## config.mk

```make
export PLATFORM = sky130hd
export DESIGN_NAME = mem_stage_flat
export DESIGN_NICKNAME = d
export VERILOG_FILES = /design/src/rtl/mem_stage_if.sv /design/src/rtl/mem_stage.sv /design/src/flat_wrapper.sv
export SDC_FILE = /design/constraint.sdc
export NUM_CORES = 1
export LEC_CHECK = 0
export ABC_AREA = 0
export ABC_CLOCK_PERIOD_IN_PS = 1700
export CORE_MARGIN = 2
export CORE_UTILIZATION = 30
export CTS_BUF_LIST = sky130_fd_sc_hd__clkbuf_4 sky130_fd_sc_hd__clkbuf_8
export DETAILED_ROUTE_END_ITERATION = 8
export SKIP_LAST_GASP = 1
export SYNTH_ARGS = -nofsm -noshare
export SYNTH_HDL_FRONTEND = slang
export SYNTH_SLANG_ARGS = --single-unit
```

## constraint.sdc

```tcl
create_clock -name clk -period 1.7 [get_ports clk]
set_input_delay 0.34 -clock clk [delete_from_list [all_inputs] [get_ports clk]]
set_output_delay 0.34 -clock clk [all_outputs]
set_load 0.1 [all_outputs]
```

## src/rtl/mem_stage_if.sv

```systemverilog
// Data-memory request/response bus between the MEM stage and the data memory.
// The stage drives address/strobes/data; the memory returns rdata with a one-cycle resp.
interface mem_stage_if;
    logic [15:0] dmem_address;
    logic        dmem_read;
    logic        dmem_write;
    logic [1:0]  dmem_byte_en;
    logic [15:0] dmem_wdata;
    logic [15:0] dmem_rdata;
    logic        dmem_resp;

    modport master (
        output dmem_address, dmem_read, dmem_write, dmem_byte_en, dmem_wdata,
        input  dmem_rdata, dmem_resp
    );

    modport slave (
        input  dmem_address, dmem_read, dmem_write, dmem_byte_en, dmem_wdata,
        output dmem_rdata, dmem_resp
    );
endinterface

```

## src/rtl/mem_stage.sv

```systemverilog
// LC-3b MEM stage: runs LDR/LDB/STR/STB and two-access LDI/STI handshakes, registers results into MEM/WB.
// Latency: non-memory ops 1 cycle; plain load/store 3 cycles, LDI/STI 4 cycles with resp one cycle after the strobe.
// Backpressure: stall_o holds upstream while an access is outstanding; MEM_TIMEOUT_EN adds a bounded wait with sticky mem_err.
module mem_stage #(
    parameter int TIMEOUT_CYCLES = 255
) (
    input  logic        clk,
    input  logic        reset_n,
    input  logic        in_valid,
    input  logic        in_read,
    input  logic        in_write,
    input  logic        in_byte,
    input  logic        in_indirect,
    input  logic [15:0] in_addr,
    input  logic [15:0] in_src,
    input  logic [15:0] in_alu,
    input  logic [15:0] in_pc,
    output logic        stall_o,
    mem_stage_if.master dmem,
    output logic        wb_valid,
    output logic [15:0] wb_mar,
    output logic [15:0] wb_mdr,
    output logic [15:0] wb_alu,
    output logic [15:0] wb_pc,
    output logic        mem_err
);
    typedef enum logic [1:0] {IDLE, ACC1, ACC2, DONE} state_t;

    state_t      state_q, state_d;
    logic [15:0] mar_q, mar_d, mdr_q, mdr_d;
    logic        wb_valid_q, wb_valid_d;
    logic [15:0] wb_mar_q, wb_mar_d, wb_mdr_q, wb_mdr_d;
    logic [15:0] wb_alu_q, wb_alu_d, wb_pc_q, wb_pc_d;
    logic        mem_op, wb_load, byte_st, in_acc;

    assign mem_op  = in_read | in_write;
    assign in_acc  = (state_q == ACC1) || (state_q == ACC2);
    assign stall_o = in_valid & (state_q != DONE) & (mem_op | (state_q != IDLE));

    // The pointer fetch of LDI/STI is always a full-word read, whatever in_byte says.
    assign byte_st = in_byte & in_write & ~(in_indirect & (state_q == ACC1));

    assign dmem.dmem_address = {mar_q[15:1], 1'b0};
    assign dmem.dmem_wdata   = byte_st ? {in_src[7:0], in_src[7:0]} : in_src;
    assign dmem.dmem_byte_en = byte_st ? (mar_q[0] ? 2'b10 : 2'b01) : 2'b11;
    assign dmem.dmem_read    = ((state_q == ACC1) & (in_read | in_indirect)) |
                               ((state_q == ACC2) & in_read);
    assign dmem.dmem_write   = ((state_q == ACC1) & in_write & ~in_indirect) |
                               ((state_q == ACC2) & in_write);

`ifdef MEM_TIMEOUT_EN
    logic [7:0] cnt_q, cnt_d;
    logic       err_q, err_d;
    assign mem_err = err_q;
`else
    logic unused_cfg;
    assign unused_cfg = ^TIMEOUT_CYCLES;
    assign mem_err    = 1'b0;
`endif

    always_comb begin
        state_d = state_q;
        mar_d   = mar_q;
        mdr_d   = mdr_q;
        wb_load = 1'b0;
        case (state_q)
            IDLE: begin
                if (in_valid && mem_op) begin
                    state_d = ACC1;
                    mar_d   = in_addr;
                end else if (in_valid) begin
                    wb_load = 1'b1;
                end
            end
            ACC1: begin
                if (dmem.dmem_resp) begin
                    if (in_indirect) begin
                        state_d = ACC2;
                        mar_d   = dmem.dmem_rdata;
                    end else begin
                        state_d = DONE;
                        if (in_read) mdr_d = dmem.dmem_rdata;
                    end
                end
            end
            ACC2: begin
                if (dmem.dmem_resp) begin
                    state_d = DONE;
                    if (in_read) mdr_d = dmem.dmem_rdata;
                end
            end
            default: begin
                wb_load = 1'b1;
                state_d = IDLE;
            end
        endcase
`ifdef MEM_TIMEOUT_EN
        err_d = err_q;
        if (in_acc && !dmem.dmem_resp && (cnt_q == 8'(TIMEOUT_CYCLES - 1))) begin
            state_d = DONE;
            mdr_d   = 16'h0000;
            err_d   = 1'b1;
        end
        // Counter restarts whenever an access phase is (re)entered.
        cnt_d = (in_acc && (state_d == state_q)) ? cnt_q + 8'd1 : 8'd0;
`endif
        wb_valid_d = wb_load;
        wb_mar_d   = wb_load ? mar_q  : wb_mar_q;
        wb_mdr_d   = wb_load ? mdr_q  : wb_mdr_q;
        wb_alu_d   = wb_load ? in_alu : wb_alu_q;
        wb_pc_d    = wb_load ? in_pc  : wb_pc_q;
    end

    always_ff @(posedge clk) begin
        if (!reset_n) begin
            state_q    <= IDLE;
            mar_q      <= 16'h0000;
            mdr_q      <= 16'h0000;
            wb_valid_q <= 1'b0;
            wb_mar_q   <= 16'h0000;
            wb_mdr_q   <= 16'h0000;
            wb_alu_q   <= 16'h0000;
            wb_pc_q    <= 16'h0000;
`ifdef MEM_TIMEOUT_EN
            cnt_q      <= 8'd0;
            err_q      <= 1'b0;
`endif
        end else begin
            state_q    <= state_d;
            mar_q      <= mar_d;
            mdr_q      <= mdr_d;
            wb_valid_q <= wb_valid_d;
            wb_mar_q   <= wb_mar_d;
            wb_mdr_q   <= wb_mdr_d;
            wb_alu_q   <= wb_alu_d;
            wb_pc_q    <= wb_pc_d;
`ifdef MEM_TIMEOUT_EN
            cnt_q      <= cnt_d;
            err_q      <= err_d;
`endif
        end
    end

    assign wb_valid = wb_valid_q;
    assign wb_mar   = wb_mar_q;
    assign wb_mdr   = wb_mdr_q;
    assign wb_alu   = wb_alu_q;
    assign wb_pc    = wb_pc_q;
endmodule
```

## src/flat_wrapper.sv

```systemverilog
// flat-port wrapper written by rule: the top's interface ports become plain ports
module mem_stage_flat 
#(
    parameter int TIMEOUT_CYCLES = 255
)
  (clk, reset_n, in_valid, in_read, in_write, in_byte, in_indirect, in_addr, in_src, in_alu, in_pc, stall_o, wb_valid, wb_mar, wb_mdr, wb_alu, wb_pc, mem_err, dmem_dmem_address, dmem_dmem_read, dmem_dmem_write, dmem_dmem_byte_en, dmem_dmem_wdata, dmem_dmem_rdata, dmem_dmem_resp);
  mem_stage_if dmem_i ();
  input  logic clk;
  input  logic reset_n;
  input  logic in_valid;
  input  logic in_read;
  input  logic in_write;
  input  logic in_byte;
  input  logic in_indirect;
  input  logic [15:0] in_addr;
  input  logic [15:0] in_src;
  input  logic [15:0] in_alu;
  input  logic [15:0] in_pc;
  output logic stall_o;
  output logic wb_valid;
  output logic [15:0] wb_mar;
  output logic [15:0] wb_mdr;
  output logic [15:0] wb_alu;
  output logic [15:0] wb_pc;
  output logic mem_err;
  output wire logic [$bits(dmem_i.dmem_address)-1:0] dmem_dmem_address;
  output wire logic [$bits(dmem_i.dmem_read)-1:0] dmem_dmem_read;
  output wire logic [$bits(dmem_i.dmem_write)-1:0] dmem_dmem_write;
  output wire logic [$bits(dmem_i.dmem_byte_en)-1:0] dmem_dmem_byte_en;
  output wire logic [$bits(dmem_i.dmem_wdata)-1:0] dmem_dmem_wdata;
  input wire logic [$bits(dmem_i.dmem_rdata)-1:0] dmem_dmem_rdata;
  input wire logic [$bits(dmem_i.dmem_resp)-1:0] dmem_dmem_resp;
  assign dmem_dmem_address = dmem_i.dmem_address;
  assign dmem_dmem_read = dmem_i.dmem_read;
  assign dmem_dmem_write = dmem_i.dmem_write;
  assign dmem_dmem_byte_en = dmem_i.dmem_byte_en;
  assign dmem_dmem_wdata = dmem_i.dmem_wdata;
  assign dmem_i.dmem_rdata = dmem_dmem_rdata;
  assign dmem_i.dmem_resp = dmem_dmem_resp;
  mem_stage #(.TIMEOUT_CYCLES(TIMEOUT_CYCLES)) u_core (.clk(clk), .reset_n(reset_n), .in_valid(in_valid), .in_read(in_read), .in_write(in_write), .in_byte(in_byte), .in_indirect(in_indirect), .in_addr(in_addr), .in_src(in_src), .in_alu(in_alu), .in_pc(in_pc), .stall_o(stall_o), .dmem(dmem_i), .wb_valid(wb_valid), .wb_mar(wb_mar), .wb_mdr(wb_mdr), .wb_alu(wb_alu), .wb_pc(wb_pc), .mem_err(mem_err));
endmodule
```

==> impl_results.md <==
- Status: finished with violations
- Failing checks: setup timing
- Mux share of post-synthesis cell area: 6.17%
- Share of layout cells above drive strength 1: 28.5%
- CP max FO: 5
- Max-cap viol count: 0
- Synth Area in XOR/XNOR: 0%
- RSZ-0062 raised after global routing: true
- Slew Viols, Final: 0
- Setup violators final: 29
- Adder-cell share of the synthesized area: 2.00%
- Setup TNS: -4250 ps
- R2R Setup Slk: -30 ps
- Clock latency on the worst-skew pair: 380 ps
- Crit path time final: 2060 ps
- Main synth FF type: dfxtp_1
- Synth Register Bits: 99
- Reg clk slew, reported paths: 100 ps
- Peak supply drop: 1.43 mV
- Fin area: 0.00794 mm^2
- Initial Utilization: 30.5%
- Vias in the first global route: 4097
- Hold WS: 359 ps
- Dominant combinational cell family by area after synthesis: compound AO/OA/AOI/OAI gates
- Antenna violations before repair: 0
- Total power: 16.0 mW
- First-pass GRT wire length: 21600 um
- Area delta synth->final: 81.5%
- Worst path required time: 1360 ps
- PD cells: 2020 mW/mm^2
- Max clock buf depth: 2
- Die width: 125 um
- Gr usage total: 17.2%
- Synthesized area: 0.00438 mm^2
- Crit share post-route: 121%
- DRT Wirelength: 13400 um
- Site Rows: 44
- Gr ovfl total: 0
- # DRC: 0
- Final ANT Viol Nets: 0
- Post-detailed-route via-to-cell ratio: 4.59
- GPL Wtd Cong: 0.825
- Ports: 191
- Reg power frac: 23.0%
- Pint: 7.71 mW
- Setup Crit Path Kind: flop to output port
- TritonCTS clock tree: built
- Pin count of the biggest net entering global routing: 51
- Leakage: 3.23 nW
- N_diodes: 0
- Psw: 8.31 mW
- Synth Area in Simple Gates: 18.3%
- Setup crit start kind: flop
- First-iteration detailed-routing DRC count: 142
- Crit end category: output port
- Nets: 778
- Final Hold Fails: 0
- Clock power share: 9.9%
- H-tree Lvls: 3
- Logic pwr share: 67.1%
- Vias: 3999
- Post-synthesis compound-gate area fraction: 19.1%
- Hold Crit Class: input pin to flop
- Cell area after placement: 0.00758 mm^2
- Crit-path cells: inv_4 > ha_4 > nand2_4 > nand3_4 > buf_6 > mux2_4 > buf_12
- Wirelength per Cell: 15.4 um
- Final HPWL DP: 10500 um
- Worst Path Arrival: 1720 ps
- Sink Count: 99
- Slowest CP cell: dfxtp_4
- DIE HEIGHT: 125 um
- Hold_buf cts: 0
- Net Sw Frac: 51.9%
- Warnings, synthesis: 0
- Clock Skew: 12.9 ps
- Syn avg cell area: 8.76 um^2
- Yosys cell types: 33
- Register area share after synthesis: 45.3%
- Core area: 0.0144 mm^2
- Post-synth EDFFs: 0
- CTS root buffer: clkbuf_8
- Post-route setup slack: -356 ps
- 1st-pass router iterations: 5
- Async SR Flop Fraction: 0%
- Total CTS buffers: 9
- Die area: 0.0156 mm^2
- Mapped Cells: 500
- Port-buffer cells: 188
- Max Fclk: 486 MHz
- Worst path max stage delay: 370 ps
==> logic make-up after synthesis <==
group / count (synthesis)
AND/OR/NAND/NOR: 195
buffers and inverters: 64
other: 1
AO/OA/AOI/OAI: 108
adder cells (fa/ha/maj): 7
multiplexers: 26
flip-flops: 99
==> worst max-delay path, delay by kind of cell, from the launching register on <==
kind / cells / cell delay (ps)
fa+ha+maj: 1 / 160
mux: 1 / 310
buf+inv: 3 / 360
flops: 1 / 370
simple gates: 2 / 140
==> synth_stat cells, types with 2 or more instances <==
| cell type | n | area (um^2) |
|---|---|---|
| nand2_1 | 149 | 559 |
| dfxtp_1 | 99 | 1980 |
| a21boi_1 | 65 | 488 |
| nand3_1 | 33 | 165 |
| buf_4 | 32 | 240 |
| mux2i_1 | 18 | 180 |
| o211a_1 | 16 | 160 |
| o21ai_1 | 16 | 80.1 |
| clkbuf_1 | 13 | 48.8 |
| buf_2 | 11 | 55.1 |
| mux2_2 | 8 | 90.1 |
| ha_1 | 7 | 87.6 |
| a21oi_1 | 3 | 15.0 |
| buf_6 | 3 | 33.8 |
| nor2_1 | 3 | 11.3 |
| a31o_2 | 2 | 17.5 |
| and2_1 | 2 | 12.5 |
| buf_1 | 2 | 7.51 |
| inv_1 | 2 | 7.51 |
| nand2b_1 | 2 | 12.5 |
| nor2_2 | 2 | 12.5 |
==> cells in the final DEF, fill, tap and decap left out, types with 2 or more instances in the layout <==
master and n:
dfxtp_1 97, ha_4 3, o21a_4 2, conb_1 2
buf_4 31, a21oi_4 2, mux2i_1 18, nand2_1 148
inv_2 2, clkdlybuf4s50_1 86, clkbuf_8 10, nor2_1 2
dfxtp_4 2, o21ai_1 16, nand2b_1 2, buf_6 6
mux2_4 8, ha_1 4, buf_12 109, o211a_1 16
nor2_2 2, nand3_1 32, a21boi_1 64
==> per-stage QoR <==
| stage | instances | setup WS, ps | utilization, % |
|---|---|---|---|
| 2_1_floorplan | 501 | -162 | - |
| 3_3_place_gp | 852 | -322 | 52.7 |
| 3_5_place_dp | 852 | -353 | 52.7 |
| 4_1_cts | 871 | -387 | 54.9 |
| 5_1_grt | 872 | -408 | 55.3 |
| 6_report | 872 | -356 | 55.3 |
==> power by group through the flow <==
stage               logic (mW)  registers [mW]  clock network [mW]
detailed placement        10.6            3.73                   0
global route              11.2            3.76                1.73
floorplan                 4.54            5.94                   0
finish                    10.7            3.68                1.59
CTS                       10.7            3.69                1.65
global placement          10.5            3.71                   0
==> layer usage <==
layer,vias to the layer above,global-route usage (%),wire [um]
li1,2001,-,-
met1,1844,20.7,5820
met2,144,28.4,6340
met3,10,6.92,1160
met4,0,4.49,117
met5,-,0,0
==> area by class of cell <==
class,instances,area [um^2]
inverters,3,13.8
multi-input cells,338,2160
repair buffers,232,3340
fillers,1222,6420
well taps,184,230
clock inverters,5,60.1
clock buffers,11,145
flip-flops and latches,99,1990
==> path summary, 6_finish.rpt <==
check                     from  cells after the start                   to
max reg2reg  u_core.state_q[0]                      7    u_core.wb_mar[15]
min                    reset_n                      2      u_core.mar_q[9]
max          u_core.state_q[1]                      7  dmem_dmem_wdata[10]
min reg2reg    u_core.mdr_q[8]                      2      u_core.mdr_q[8]
==> registers in the layout (all words and copies together), names as in the netlist <==
signal and count:
u_core.mar_q 16, u_core.wb_mar 16, u_core.wb_pc 16, u_core.wb_mdr 16, u_core.state_q 2, u_core.wb_valid 1, u_core.wb_alu 16, u_core.mdr_q 16
==> what timing repair did <==
item / 4_1_cts / 5_1_grt
cloned: 1 / 0
gates resized for setup: 20 / 9
setup buffers: 3 / 1
hold endpoints to repair: 0 / 0
pin swaps: 1 / 1
endpoints found under the setup margin: 79 / 111
(Power assumes the default switching activity.)
